## src/rtl/chess_clock_pkg.sv

```systemverilog
// Shared types and defaults for the two-player chess clock.
// Latency: n/a (declarations only).
// Backpressure: n/a; all inputs are single-cycle pulses, nothing is ever stalled.
package chess_clock_pkg;

  // Controller states; values are fixed so debug taps read consistently.
  typedef enum logic [2:0] {
    ST_IDLE   = 3'd0,
    ST_RUN_A  = 3'd1,
    ST_RUN_B  = 3'd2,
    ST_PAUSED = 3'd3,
    ST_OVER   = 3'd4
  } state_t;

  localparam int DEF_TIME_W   = 12;
  localparam int DEF_INIT_SEC = 300;
  localparam int DEF_INC_SEC  = 0;

endpackage

```

## src/rtl/chess_timer.sv

```systemverilog
// One player's countdown register with saturating increment and zero detect.
// Latency: 1 cycle from load/dec/inc to o_time; o_zero is combinational off dec.
// Backpressure: none; every dec/inc/load pulse is applied in the cycle it is seen.
module chess_timer
  import chess_clock_pkg::*;
#(
  parameter int TIME_W   = DEF_TIME_W,
  parameter int INIT_SEC = DEF_INIT_SEC,
  parameter int INC_SEC  = DEF_INC_SEC
) (
  input  logic              i_clk,
  input  logic              i_load,
  input  logic              i_dec,
  input  logic              i_inc,
  output logic [TIME_W-1:0] o_time,
  output logic              o_zero
);

  localparam logic [TIME_W-1:0] INIT_V = TIME_W'(INIT_SEC);
  localparam logic [TIME_W:0]   INC_V  = (TIME_W+1)'(INC_SEC);

  logic [TIME_W-1:0] r_time;
  logic [TIME_W-1:0] w_dec_val;
  logic [TIME_W:0]   w_sum;

  // Decrement never wraps below zero; a dec at zero simply holds.
  assign w_dec_val = (i_dec && (r_time != '0)) ? (r_time - TIME_W'(1)) : r_time;
  // Zero is reported only for a tick that lands on zero, so the FSM can flag that same cycle.
  assign o_zero    = i_dec && (w_dec_val == '0);
  // Increment is taken on the post-decrement value; the carry bit signals saturation.
  assign w_sum     = {1'b0, w_dec_val} + INC_V;
  assign o_time    = r_time;

  // Register update: load wins, then increment (which already includes any tick), else tick.
  always_ff @(posedge i_clk) begin
    if (i_load) begin
      r_time <= INIT_V;
    end else if (i_inc) begin
      r_time <= w_sum[TIME_W] ? {TIME_W{1'b1}} : w_sum[TIME_W-1:0];
    end else begin
      r_time <= w_dec_val;
    end
  end

endmodule

```

## src/rtl/chess_clock_ctrl.sv

```systemverilog
// Chess clock controller: routes the 1 Hz tick to the mover's timer, handles turns, pause, flags.
// Latency: 1 cycle from any input pulse to the registered outputs.
// Backpressure: none; back-to-back pulses are each honoured, ignored inputs are dropped.
module chess_clock_ctrl
  import chess_clock_pkg::*;
#(
  parameter int TIME_W   = DEF_TIME_W,
  parameter int INIT_SEC = DEF_INIT_SEC,
  parameter int INC_SEC  = DEF_INC_SEC
) (
  input  logic              i_clk,
  input  logic              i_clr,
  input  logic              i_ce,
  input  logic              i_start,
  input  logic              i_pause,
  input  logic              i_new,
  input  logic              i_btn_a,
  input  logic              i_btn_b,
  output logic [TIME_W-1:0] o_time_a,
  output logic [TIME_W-1:0] o_time_b,
  output logic              o_active,
  output logic              o_run,
  output logic              o_flag_a,
  output logic              o_flag_b
);

  state_t r_state;
  logic   r_active;
  logic   r_run;
  logic   r_flag_a;
  logic   r_flag_b;

  logic w_run_a;
  logic w_run_b;
  logic w_zero_a;
  logic w_zero_b;
  logic w_reload;
  logic w_load;
  logic w_dec_a;
  logic w_dec_b;
  logic w_inc_a;
  logic w_inc_b;

  assign w_run_a  = (r_state == ST_RUN_A);
  assign w_run_b  = (r_state == ST_RUN_B);
  // NEW reloads only from PAUSED (when START is not also present) or OVER.
  assign w_reload = i_new && (((r_state == ST_PAUSED) && !i_start) || (r_state == ST_OVER));
  assign w_load   = i_clr || w_reload;
  assign w_dec_a  = w_run_a && i_ce;
  assign w_dec_b  = w_run_b && i_ce;
  // A turn-end earns the increment only if this cycle neither flagged nor paused.
  assign w_inc_a  = w_run_a && i_btn_a && !w_zero_a && !i_pause;
  assign w_inc_b  = w_run_b && i_btn_b && !w_zero_b && !i_pause;

  chess_timer #(.TIME_W(TIME_W), .INIT_SEC(INIT_SEC), .INC_SEC(INC_SEC)) u_timer_a (
    .i_clk  (i_clk),
    .i_load (w_load),
    .i_dec  (w_dec_a),
    .i_inc  (w_inc_a),
    .o_time (o_time_a),
    .o_zero (w_zero_a)
  );

  chess_timer #(.TIME_W(TIME_W), .INIT_SEC(INIT_SEC), .INC_SEC(INC_SEC)) u_timer_b (
    .i_clk  (i_clk),
    .i_load (w_load),
    .i_dec  (w_dec_b),
    .i_inc  (w_inc_b),
    .o_time (o_time_b),
    .o_zero (w_zero_b)
  );

  // Game sequencing with registered RUN/ACTIVE/flag outputs; flag fall outranks pause and buttons.
  always_ff @(posedge i_clk) begin
    if (i_clr) begin
      r_state  <= ST_IDLE;
      r_active <= 1'b0;
      r_run    <= 1'b0;
      r_flag_a <= 1'b0;
      r_flag_b <= 1'b0;
    end else begin
      case (r_state)
        ST_IDLE: begin
          if (i_start) begin
            r_state <= ST_RUN_A;
            r_run   <= 1'b1;
          end
        end
        ST_RUN_A: begin
          if (w_zero_a) begin
            r_flag_a <= 1'b1;
            r_state  <= ST_OVER;
            r_run    <= 1'b0;
          end else if (i_pause) begin
            r_state <= ST_PAUSED;
            r_run   <= 1'b0;
          end else if (i_btn_a) begin
            r_state  <= ST_RUN_B;
            r_active <= 1'b1;
          end
        end
        ST_RUN_B: begin
          if (w_zero_b) begin
            r_flag_b <= 1'b1;
            r_state  <= ST_OVER;
            r_run    <= 1'b0;
          end else if (i_pause) begin
            r_state <= ST_PAUSED;
            r_run   <= 1'b0;
          end else if (i_btn_b) begin
            r_state  <= ST_RUN_A;
            r_active <= 1'b0;
          end
        end
        ST_PAUSED: begin
          if (i_start) begin
            r_state <= r_active ? ST_RUN_B : ST_RUN_A;
            r_run   <= 1'b1;
          end else if (i_new) begin
            r_state  <= ST_IDLE;
            r_active <= 1'b0;
          end
        end
        ST_OVER: begin
          if (i_new) begin
            r_state  <= ST_IDLE;
            r_active <= 1'b0;
            r_flag_a <= 1'b0;
            r_flag_b <= 1'b0;
          end
        end
        default: begin
          r_state <= ST_IDLE;
          r_run   <= 1'b0;
        end
      endcase
    end
  end

  assign o_active = r_active;
  assign o_run    = r_run;
  assign o_flag_a = r_flag_a;
  assign o_flag_b = r_flag_b;

endmodule

```

## config.mk

```make
export PLATFORM = sky130hd
export DESIGN_NAME = chess_clock_ctrl
export DESIGN_NICKNAME = d
export VERILOG_FILES = /design/src/rtl/chess_clock_pkg.sv /design/src/rtl/chess_timer.sv /design/src/rtl/chess_clock_ctrl.sv
export SDC_FILE = /design/constraint.sdc
export NUM_CORES = 1
export LEC_CHECK = 0
export CAP_MARGIN = 20
export CORE_MARGIN = 5
export CORE_UTILIZATION = 55
export CTS_BUF_LIST = sky130_fd_sc_hd__clkbuf_4 sky130_fd_sc_hd__clkbuf_8 sky130_fd_sc_hd__clkbuf_16
export DETAILED_ROUTE_END_ITERATION = 12
export GPL_TIMING_DRIVEN = 0
export PLACE_DENSITY_LB_ADDON = 0.3
export SLEW_MARGIN = 40
export SYNTH_ARGS = -nofsm -noshare
export SYNTH_HDL_FRONTEND = slang
export SYNTH_SLANG_ARGS = --single-unit
export TNS_END_PERCENT = 50
```

## constraint.sdc

```tcl
create_clock -name i_clk -period 4.3 [get_ports i_clk]
set_clock_uncertainty 0.15 [all_clocks]
set_input_delay 0.86 -clock i_clk [delete_from_list [all_inputs] [get_ports i_clk]]
set_output_delay 0.86 -clock i_clk [all_outputs]
set_load 0.1 [all_outputs]
```

==> results summary, run 1 <==
The number of nets in the synthesized netlist is 253. The number of cells after detailed placement is 324. For this run, the total global-route usage over all layers was measured as 0.198. The mapped netlist covers 1980 um2. The completed layout was analyzed and its total power is 794 uW.

The repair_antennas step left the layout with diodes totalling 0. The die is 70.0 um tall. Once the clock tree was built, the resizer swapped 0 gates to a different size.

In the final design database the tool counted 295 nets. The post-placement setup slack came out at 0.687 ns. The floorplan die area came out at 4910 um2. The via count of the first global-routing pass is 1811. The fraction of layout cells with a size suffix above 1 came out at 0.192. The number of vias per cell is 5.91.

The largest net degree at the start of global routing came out at 11. The number of different library cells in the post-synthesis netlist came out at 56. Once detailed placement completed, the half-perimeter wirelength came to 3550 um. The number of flops mapped to enable cells by yosys came out at 0. The share of the synthesized area in the top cell type came out at 0.313. The first global-routing pass estimated 8070 um of wire. By startpoint and endpoint, the worst setup path is classified as in2reg.

The total vias in the final route is 1962. The aggregate global routing overflow came out at 0. After floorplanning, the core was divided into 21 placement rows.

The placer congestion estimate is 0.902. The clock latency of the later-clocked register in the worst-skew pair came out at 0.34 ns. The buffer depth of the longest clock path came out at 2. The final layout contains routed wiring with a total length of 4770 um.

After synthesis, the cell types taking the most area are sky130_fd_sc_hd__dfxtp_1 (31%), sky130_fd_sc_hd__nor2_1 (5.3%), sky130_fd_sc_hd__a21oi_1 (4.8%). Summed over all instances, the cell type with the most area after synthesis is sky130_fd_sc_hd__dfxtp_1. Setup repair after global routing left no endpoint under its margin. Of the synthesized area, sequential elements account for 0.313. Static timing analysis puts the maximum clock frequency at 306 MHz. The final number of max-transition violations came out at 0. The number of violations reported at the end of detailed-routing iteration 0 is 133. After clock tree synthesis, the clock-pin slew on the worst setup and hold paths is 0.10 ns.

In the final routed layout, each cell accounts on average for 14.4 um. For this run, design rule violations remaining after detail routing come to 0. The floorplan die width came out at 70.0 um. The max capacitance violation total came out at 0. After synthesis, the share of flip-flops with an asynchronous set or reset is 0. The number of clock buffers inserted by TritonCTS is 5. The number of nets with antenna violations after detailed routing came out at 0. The portion of the clock cycle consumed by the worst path in the final layout is 0.760.

The flip-flop and latch area came out at 621 um2. The type of element capturing the critical path is a flip-flop. The final worst setup slack came out at 1.03 ns.

For the worst setup path, the data arrival time is 3.38 ns. The number of endpoints with negative hold slack in the final report came out at 0. The average cell area after synthesis came out at 8.16 um2. Counting flops and latches in the post-synthesis netlist gives 31. The top flip-flop cell by instance count after synthesis is sky130_fd_sc_hd__dfxtp_1.

The area taken by multi-input logic gates is 1290 um2. The number of standard cells in the layout, taps in and fillers out came out at 332. The leakage power figure is 0.864 nW. The number of setup violations in the final report came out at 0. For this run, the detailed router's first-pass iteration total came to 4. The sort of element at the start of the critical path is a primary input. The initial core utilization came out at 0.581. The number of input and output port buffers inserted came out at 35. The headroom to the max-slew limit is 0.499.

The H-tree level count came out at 2. The critical path data required time is 4.42 ns. The number of filler instances in the final layout is 311.

The clock net sink count is 31. The min-delay analysis places its worst path in the category reg2reg. The maximum vdd drop is 0.258 mV. The TritonCTS clock tree is built. Dividing total power by cell area gives a power density of 345 nW/um2. Subtracting the final worst setup slack from the clock period gives 3.27 ns. The synthesis warning total is 0.

The region available for standard cell placement spans 3420 um2. The number of setup buffers added after CTS is 0. The flow ran to the end, and the final reports show no timing, DRC or antenna violations. Buffers inserted to repair hold after CTS numbered 0.

After routing, the total negative slack on setup checks comes to 0 ns. Relative to the synthesized area, the layout overhead comes to 16.2%. The number of antenna violations at the first check in global routing is 0. Clock tree synthesis selected as its root buffer the cell sky130_fd_sc_hd__clkbuf_4. The top fanout value on the critical path is 9. The number of instances in the synthesized netlist came out at 243. For the pin with the worst max-slew slack, the measured transition is 0.752 ns.

The number of primary I/O pins came out at 36.
[kinds of logic after synthesis]
| kind of cell | count (synthesis) | share of synthesized area |
|---|---|---|
| flip-flops | 31 | 0.313 |
| AO/OA/AOI/OAI | 54 | 0.181 |
| multiplexers | 9 | 0.0467 |
| AND/OR/NAND/NOR | 119 | 0.363 |
| buffers and inverters | 17 | 0.0353 |
| adder cells (fa/ha/maj) | 2 | 0.0126 |
| XOR/XNOR | 11 | 0.0486 |
[layer usage]
| metal | track usage | routed length [um] | vias up |
|---|---|---|---|
| li1 | - | - | 977 |
| met1 | 0.260 | 2180 | 920 |
| met2 | 0.307 | 2230 | 57 |
| met3 | 0.0531 | 279 | 8 |
| met4 | 0.0809 | 81 | 0 |
| met5 | 0 | 0 | - |
[synthesized netlist by cell type, drive strengths merged (2+ instances only)]
library cell,count
nand3b,2
nor2,28
or2,3
nor2b,7
xor2,3
nand2b,4
nor3,8
clkbuf,5
a211o,5
o21ai,8
a21o,2
or4,2
nor4,8
nand4,4
nand2,26
ha,2
inv,9
nand3,8
o2111ai,2
nor3b,3
mux2i,7
a31oi,2
nand4bb,2
and2,4
mux2,2
a211oi,2
nor4bb,2
buf,3
a21oi,20
o211ai,2
xnor2,8
dfxtp,31
and3,3
a311oi,4
nand4b,2
[area by class of cell]
| class | instances | share of cell area |
|---|---|---|
| inverters | 9 | 0.0147 |
| flip-flops and latches | 31 | 0.269 |
| clock buffers | 5 | 0.0163 |
| clock inverters | 3 | 0.00652 |
| plain buffers | 8 | 0.0158 |
| well taps | 46 | 0.0250 |
| repair buffers | 35 | 0.0913 |
| multi-input cells | 195 | 0.561 |
[worst max-delay path: stages]
cell                              delay, ns
sky130_fd_sc_hd__clkdlybuf4s50_1       0.53
sky130_fd_sc_hd__nor4bb_1              0.34
sky130_fd_sc_hd__buf_4                 0.22
sky130_fd_sc_hd__nand2_2               0.07
sky130_fd_sc_hd__nor4_2                0.32
sky130_fd_sc_hd__mux2i_1               0.18
sky130_fd_sc_hd__a2111o_1              0.50
sky130_fd_sc_hd__nand3b_1              0.18
sky130_fd_sc_hd__mux2i_1               0.18
[flip-flops by register name, indices dropped and copies added, names as in the netlist]
signal            flops
o_active              1
u_timer_b.o_time     12
o_run                 1
r_state               3
u_timer_a.o_time     12
o_flag_b              1
o_flag_a              1
[report_power, final]
group,internal [mW],switching [mW]
registers,0.307,0.0241
logic,0.0869,0.211
clock network,0.0607,0.105
total,0.454,0.340
[per-stage QoR]
| stage | hold slack [ns] | instance area [um2] | util |
|---|---|---|---|
| 2_1_floorplan | 0.547 | 1980 | - |
| 3_3_place_gp | 0.300 | 2390 | 0.700 |
| 3_5_place_dp | 0.305 | 2250 | 0.659 |
| 4_1_cts | 0.322 | 2300 | 0.674 |
| 5_1_grt | 0.350 | 2300 | 0.674 |
| 6_report | 0.318 | 2300 | 0.674 |
[path summary, 6_finish.rpt]
kind,startpoint,to,slack (ns),cells past startpoint
worst max register to register,u_timer_b.o_time[0],o_active,1.52,9
worst max-delay path,i_ce,o_active,1.03,9
worst min register to register,o_flag_b,o_flag_b,0.32,2
worst min-delay path,o_flag_b,o_flag_b,0.32,2
[placed cells by master (no fill, tap or decap), drive strengths merged, types with 2 or more instances in the layout]
master          n
a311oi          4
nand3b          2
nand4           4
xnor2           8
xor2            3
a21oi          20
mux2            2
o211ai          2
a21o            2
nand2          26
and3            3
nand4b          2
nand4bb         2
dfxtp          31
clkdlybuf4s50   7
a211oi          2
nand2b          4
buf            31
mux2i           7
a31oi           2
and2            4
or2             3
o2111ai         2
nor2           28
nor3b           3
nand3           8
nor2b           7
o21ai           8
clkbuf         10
clkinv          3
nor3            8
a211o           5
or4             2
inv             9
nor4bb          2
nor4            8
ha              2
Note: power is estimated with default switching activity, not from simulation.
==> run 2, diff against run 1 <==
--- a/config.mk
+++ b/config.mk
@@ -7,7 +7,7 @@
 export LEC_CHECK = 0
 export CAP_MARGIN = 20
 export CORE_MARGIN = 5
-export CORE_UTILIZATION = 55
+export CORE_UTILIZATION = 52
 export CTS_BUF_LIST = sky130_fd_sc_hd__clkbuf_4 sky130_fd_sc_hd__clkbuf_8 sky130_fd_sc_hd__clkbuf_16
 export DETAILED_ROUTE_END_ITERATION = 12
 export GPL_TIMING_DRIVEN = 0
==> constraint.sdc (replaced) <==
create_clock -name i_clk -period 3.05 [get_ports i_clk]
set_clock_uncertainty 0.15 [all_clocks]
set_input_delay 0.61 -clock i_clk [delete_from_list [all_inputs] [get_ports i_clk]]
set_output_delay 0.61 -clock i_clk [all_outputs]
set_load 0.1 [all_outputs]
==> results summary, run 2 (synthesis gave the netlist of run 1 again) <==
The flow ran to the end, and the final reports show no timing, DRC or antenna violations. Input and output buffers added on the ports amount to 35. The buffer depth of the longest clock path is 2. The time the worst path needs with I/O delays and setup is 2.94 ns. The number of antenna violations at the first check in global routing is 0. The core outline area came out at 3690 um2. Walking the worst path, the cells encountered are clkdlybuf4s50_1 -> nor4bb_1 -> buf_4 -> nand2_2 -> nor4_2 -> mux2i_1 -> a2111o_1 -> nand3b_1 -> mux2i_1. The row count is 22.

For this design the static power due to leakage is 0.892 nW. The total chip power came out at 1.32 mW. The most common cell type on the critical path is sky130_fd_sc_hd__mux2i_1. Clock-pin slew was measured on the worst setup and hold paths at 0.07 ns. The worst setup path is launched from a primary input.

For this design, the sink count on the clock tree is 31. The critical path data required time is 3.12 ns. For this run, the detailed router's first-pass iteration total came to 4. At the end of the flow, the number of nets in the layout was 295.

The number of violations reported at the end of detailed-routing iteration 0 came out at 280. The placer congestion estimate is 0.864. The number of primary I/O pins is 36.

Dividing the detail-routed via count by the number of cells gives 5.98. For the worst-skew pair, the clock arrives at the later sink with an insertion delay of 0.29 ns. The most critical setup path has its endpoint at o_active.

The switching power came out at 497 uW. TritonCTS built the clock tree. The cell chosen for the clock root is sky130_fd_sc_hd__clkbuf_8. The worst register-to-register path ends at o_active. The die is 71.8 um tall.

The floorplan die width came out at 71.8 um. The H-tree generated during clock tree synthesis spans 2 levels. The worst hold path belongs to the class reg2reg. The highest cell delay on the worst timing path is 0.53 ns. The die covers 5150 um2.

In the finished design, the share of the clock period the worst path needs comes to 0.965. The fraction of layout cells with a size suffix above 1 is 0.203. The critical register-to-register path startpoint is u_timer_b.o_time[0]. After clock tree synthesis, the setup repair step added 0 buffers. The most critical setup path has its startpoint at i_ce. The power share of the clock group is 0.327.

The repair_antennas step left the layout with diodes totalling 0. The sequential group share of total power came out at 0.356. The number of nets with antenna violations after detailed routing is 0. The largest net degree at the start of global routing is 11. The worst-case register-to-register setup slack is 0.37 ns. Headroom to the max-slew limit came out at 0.504. The part of the power in combinational logic is 0.317. The max capacitance violation total is 0.

The via count of the first global-routing pass was 1809. The final worst setup slack came out at 0.107 ns. Setup repair after global routing left no endpoint under its margin. The number of remaining DRC errors is 0.

The measured slew at the worst slew-check pin came out at 0.744 ns. The final instance area is 2370 um2. Of all nets on the critical path, the largest fanout is 9. The cell area after placement came out at 2260 um2.

The internal power consumption came out at 820 uW. The global-route usage over all layers is 0.200. Detailed placement ended at an HPWL of 3420 um.

Leaving out fill and tap cells, the most frequent cell in the layout is sky130_fd_sc_hd__buf_2. After detailed routing, the average wire length per cell comes to 14.4 um. The depth of the worst register-to-register path is 9.

The area growth from synthesis to final layout is 19.7%. The total negative slack for setup checks is 0 ns. The power density over the cells came out at 555 nW/um2.

In the layout the commonest cells are sky130_fd_sc_hd__buf_2 (30), sky130_fd_sc_hd__nor2_1 (28), sky130_fd_sc_hd__dfxtp_1 (28). The post-cts hold buffer count came out at 0. The maximum vdd drop came out at 0.446 mV. For this block, the via count after detailed routing is 1998. The wire length of the first global-routing pass came out at 8400 um. The final number of max-transition violations is 0.

The type of element capturing the critical path is a flip-flop. The critical path in this run is classified as in2reg. The highest-delay cell along the critical path is sky130_fd_sc_hd__clkdlybuf4s50_1. The number of setup violations in the final report is 0. Wires add up to 4800 um. The initial core utilization is 0.538.

The number of clock buffers inserted by TritonCTS came out at 5. Summed over all layers, the global routing overflow is 0. The number of endpoints with negative hold slack in the final report came out at 0. The number of filler instances in the final layout is 314. The worst path arrival time is 3.01 ns. The peak clock frequency supported by timing came out at 340 MHz. The post-placement setup slack came out at -0.189 ns. The switching power as a share of total power is 0.377. The post-cts repair resize count came out at 0.
==> run 2: cell count changes in the layout (fill, tap and decap cells not counted), sizes merged <==
| cell | before | now |
|---|---|---|
| clkbuf | 10 | 11 |
| bufinv | 0 | 1 |
| clkinv | 3 | 1 |
==> run 2: worst min path at each step <==
stage | cells past startpoint | startpoint | end | slack, ns
after floorplan | 4 | r_state[0] | u_timer_a.o_time[0] | 0.54
after global placement | 2 | o_flag_b | o_flag_b | 0.30
after detailed placement | 2 | o_flag_b | o_flag_b | 0.30
after CTS | 2 | o_flag_b | o_flag_b | 0.31
after global routing | 2 | o_flag_b | o_flag_b | 0.32
final | 2 | o_flag_b | o_flag_b | 0.31
==> run 2: metal layers <==
metal / global-route usage / up-vias / routed length, um / share of wire
li1: - / 976 / - / -
met1: 0.265 / 932 / 2180 / 0.45
met2: 0.318 / 79 / 2220 / 0.46
met3: 0.0379 / 11 / 307 / 0.064
met4: 0.0835 / 0 / 97 / 0.020
met5: 0 / - / 0 / 0
==> run 2: final cells by class <==
class | count | area, um2 | share of cell area
Multi-Input combinational cell | 195 | 1290 | 0.544
Clock inverter | 2 | 35.0 | 0.0148
Sequential cell | 31 | 624 | 0.263
Buffer | 8 | 36.3 | 0.0153
Tap cell | 48 | 60.1 | 0.0253
Clock buffer | 6 | 82.6 | 0.0348
Timing Repair Buffer | 35 | 210 | 0.0885
Inverter | 9 | 33.8 | 0.0142
==> run 2: critical path: cells and delay by family <==
kind / cells / cell delay (ns)
AOI/OAI and AO/OA: 1 / 0.50
buffers and inverters: 2 / 0.74
muxes: 2 / 0.34
and+or+nand+nor: 4 / 0.83
==> run 2: power groups by stage <==
stage	clock network [mW]	registers, mW	logic [mW]
after floorplan	0	0.612	0.197
after global placement	0	0.477	0.425
after global routing	0.452	0.474	0.449
final	0.430	0.469	0.418
after detailed placement	0	0.477	0.410
after CTS	0.436	0.468	0.415
==> run 2: per-stage QoR <==
stage          std cells  hold slack [ns]   util
2_1_floorplan        243            0.540      -
3_3_place_gp         326            0.297  0.650
3_5_place_dp         326            0.297  0.612
4_1_cts              334            0.308  0.644
5_1_grt              334            0.322  0.644
6_report             334            0.309  0.644
==> run 3, diff against run 2 <==
--- a/config.mk
+++ b/config.mk
@@ -7,7 +7,7 @@
 export LEC_CHECK = 0
 export CAP_MARGIN = 20
 export CORE_MARGIN = 5
-export CORE_UTILIZATION = 52
+export CORE_UTILIZATION = 47
 export CTS_BUF_LIST = sky130_fd_sc_hd__clkbuf_4 sky130_fd_sc_hd__clkbuf_8 sky130_fd_sc_hd__clkbuf_16
 export DETAILED_ROUTE_END_ITERATION = 12
 export GPL_TIMING_DRIVEN = 0
==> constraint.sdc (replaced) <==
create_clock -name i_clk -period 2.5 [get_ports i_clk]
set_clock_uncertainty 0.15 [all_clocks]
set_input_delay 0.5 -clock i_clk [delete_from_list [all_inputs] [get_ports i_clk]]
set_output_delay 0.5 -clock i_clk [all_outputs]
set_load 0.1 [all_outputs]
==> results summary, run 3 (synthesis gave the netlist of run 1 again) <==
The run finished with clean final reports. Compared with the post-synthesis result, the final layout area differs by 33.2%. The area taken by multi-input logic gates is 1410 um2. The number of endpoints with negative hold slack in the final report came out at 0.

The total vias in the final route came out at 2055. For this run, the total global-route usage over all layers was measured as 0.189. The number of violations reported at the end of detailed-routing iteration 0 is 141.

The power share of the clock group came out at 0.316. The cell chosen for the clock root is sky130_fd_sc_hd__clkbuf_8. The number of clock buffers inserted by TritonCTS came out at 5. The via count of the first global-routing pass was 1757. For this run, the top clock speed supported by timing is 403 MHz.

Summed over all layers, the global routing overflow is 0. The fraction of layout cells with a size suffix above 1 came out at 0.362. The number of detailed-routing iterations run before antenna repair is 4. The initial core utilization came out at 0.489. In this run the worst path has a maximum fanout of 6. The post-cts hold buffer count came out at 0. The critical path data required time came out at 2.51 ns.

The clock net sink count is 31. The detailed placer's ending HPWL is 3550 um. The switching power as a share of total power is 0.378.

For this design, the slowest cell found on the critical path is sky130_fd_sc_hd__a2111o_1. The part of the power in combinational logic came out at 0.334. The number of vias per cell is 5.85. The total negative slack for setup checks is 0 ns. The max capacitance violation total came out at 0.

The measured slew at the worst slew-check pin is 0.749 ns. Among cell families on the critical path, the largest total delay comes from compound AO/OA/AOI/OAI gates. The number of primary I/O pins is 36.

The share of total power dissipated in sequential elements is 0.350. The largest net degree at the start of global routing is 11. The library cell used most frequently in the layout, excluding fill and tap cells, is sky130_fd_sc_hd__buf_2. After detailed routing, the number of remaining DRC violations is 0. The number of setup violations in the final report is 0. The highest cell delay on the worst timing path came out at 0.46 ns. The clock transition at the registers of the reported paths came out at 0.07 ns.

The floorplan die area came out at 5620 um2. The H-tree level count is 2. The number of cells after detailed placement is 328. The top cell types in the final layout, fill and taps aside, are sky130_fd_sc_hd__buf_2 (29), sky130_fd_sc_hd__nor2_1 (28), sky130_fd_sc_hd__nand2_1 (25).

The floorplan die width came out at 75.0 um. The number of antenna violations at the first check in global routing is 0. The number of buffer and inverter stages on the critical path is 1.

The average wire per standard cell came out at 15.2 um. In this run the core area contains 23 standard-cell rows. The leakage power figure came out at 0.988 nW. For the worst setup path, the data arrival time is 2.49 ns.

The tightest min-delay check is of the reg2reg type. The final number of max-transition violations came out at 0. Once layout is complete, the cells apart from fillers number 351.

Walking the worst path, the cells encountered are inv_2 -> ha_4 -> nor3b_4 -> and3_4 -> o211ai_1 -> a21o_1 -> a2111o_1 -> a31oi_1 -> o22ai_1. The TritonCTS clock tree is built. The power density over the cells came out at 627 nW/um2. The die is 75.0 um tall. At the end of routability-driven placement, the weighted congestion stood at 0.937.

The first global-routing pass estimated 8350 um of wire. The clock latency of the later-clocked register in the worst-skew pair came out at 0.28 ns. The count of inserted antenna diode cells came out at 0.

The number of input and output port buffers inserted came out at 35. The post-layout utilization of the core is 0.651. The cell area after placement is 2320 um2. The routed wire length came out at 5340 um. The worst setup path is of the reg2reg kind. The flip-flop and latch area came out at 661 um2.

The final instance area is 2640 um2. The buffer depth of the longest clock path is 2. The type of element capturing the critical path is a flip-flop. The number of filler instances in the final layout came out at 331.

The number of nets with antenna violations after detailed routing came out at 0. The switching power came out at 626 uW. The worst-case IR drop observed on VDD is 0.470 mV. After layout, the minimum clock period comes to 2.48 ns. For flop-to-flop paths, the worst setup slack is 0.02 ns. The headroom to the max-slew limit is 0.500. The total chip power came out at 1.66 mW.

The region available for standard cell placement spans 4060 um2. The total number of nets in the final design is 310. The sort of element at the start of the critical path is a flip-flop. Of the available clock period, the critical path in the final layout requires 0.991. The internal power consumption is 1.03 mW.
==> run 3: changes by cell type in the layout (fill, tap and decap cells not counted), moves of 4 or more <==
| cell | change |
|---|---|
| sky130_fd_sc_hd__dfxtp_1 | -21 |
| sky130_fd_sc_hd__inv_2 | +4 |
| sky130_fd_sc_hd__buf_4 | +15 |
| sky130_fd_sc_hd__dfxtp_4 | +4 |
| sky130_fd_sc_hd__dfxtp_2 | +17 |
| sky130_fd_sc_hd__inv_1 | -4 |
==> run 3: repair_timing <==
item                                    CTS  global route
setup buffers                             5            10
pin swaps                                 4             9
resized for setup                         4            18
endpoints found under the setup margin    6             5
gates cloned                              0             0
==> run 3: per-layer routing <==
metal | vias up | routed length (um) | global-route usage
met5 | - | 0 | 0
met1 | 967 | 2390 | 0.265
met2 | 79 | 2570 | 0.301
met3 | 7 | 340 | 0.0360
li1 | 1002 | - | -
met4 | 0 | 39 | 0.0395
==> run 3: final cells by class <==
class / count / area share
clock buffer: 6 / 0.0313
multi-input combinational: 195 / 0.532
timing repair buffer: 50 / 0.122
sequential: 31 / 0.250
buffer: 8 / 0.0147
tap: 50 / 0.0237
inverter: 9 / 0.0128
clock inverter: 2 / 0.0133
==> run 3: power by group through the flow <==
stage / sequential (mW) / combinational [mW] / clock (mW)
2_1_floorplan: 0.752 / 0.242 / 0
3_3_place_gp: 0.586 / 0.526 / 0
3_5_place_dp: 0.587 / 0.504 / 0
4_1_cts: 0.576 / 0.512 / 0.530
5_1_grt: 0.587 / 0.599 / 0.548
6_report: 0.580 / 0.553 / 0.524
==> run 3: stage by stage <==
step                worst slack, ns  hold WS, ns
finish                       0.0214        0.322
global route                -0.0607        0.350
CTS                          0.0132        0.321
detailed placement           -0.531        0.302
global placement             -0.503        0.306
floorplan                    0.0260        0.518
==> run 3: worst register-to-register path: stages (launching register included) <==
cell and delay (ns):
sky130_fd_sc_hd__dfxtp_4 0.37, sky130_fd_sc_hd__inv_2 0.07, sky130_fd_sc_hd__ha_4 0.15, sky130_fd_sc_hd__nor3b_4 0.24, sky130_fd_sc_hd__and3_4 0.25, sky130_fd_sc_hd__o211ai_1 0.10, sky130_fd_sc_hd__a21o_1 0.19, sky130_fd_sc_hd__a2111o_1 0.46
sky130_fd_sc_hd__a31oi_1 0.28, sky130_fd_sc_hd__o22ai_1 0.10
==> run 3: worst paths after layout <==
check | from | depth (start not counted) | to
worst max-delay path | u_timer_b.o_time[0] | 9 | r_state[0]
worst min-delay path | o_flag_b | 2 | o_flag_b
worst max register to register | u_timer_b.o_time[0] | 9 | r_state[0]
worst min register to register | o_flag_b | 2 | o_flag_b
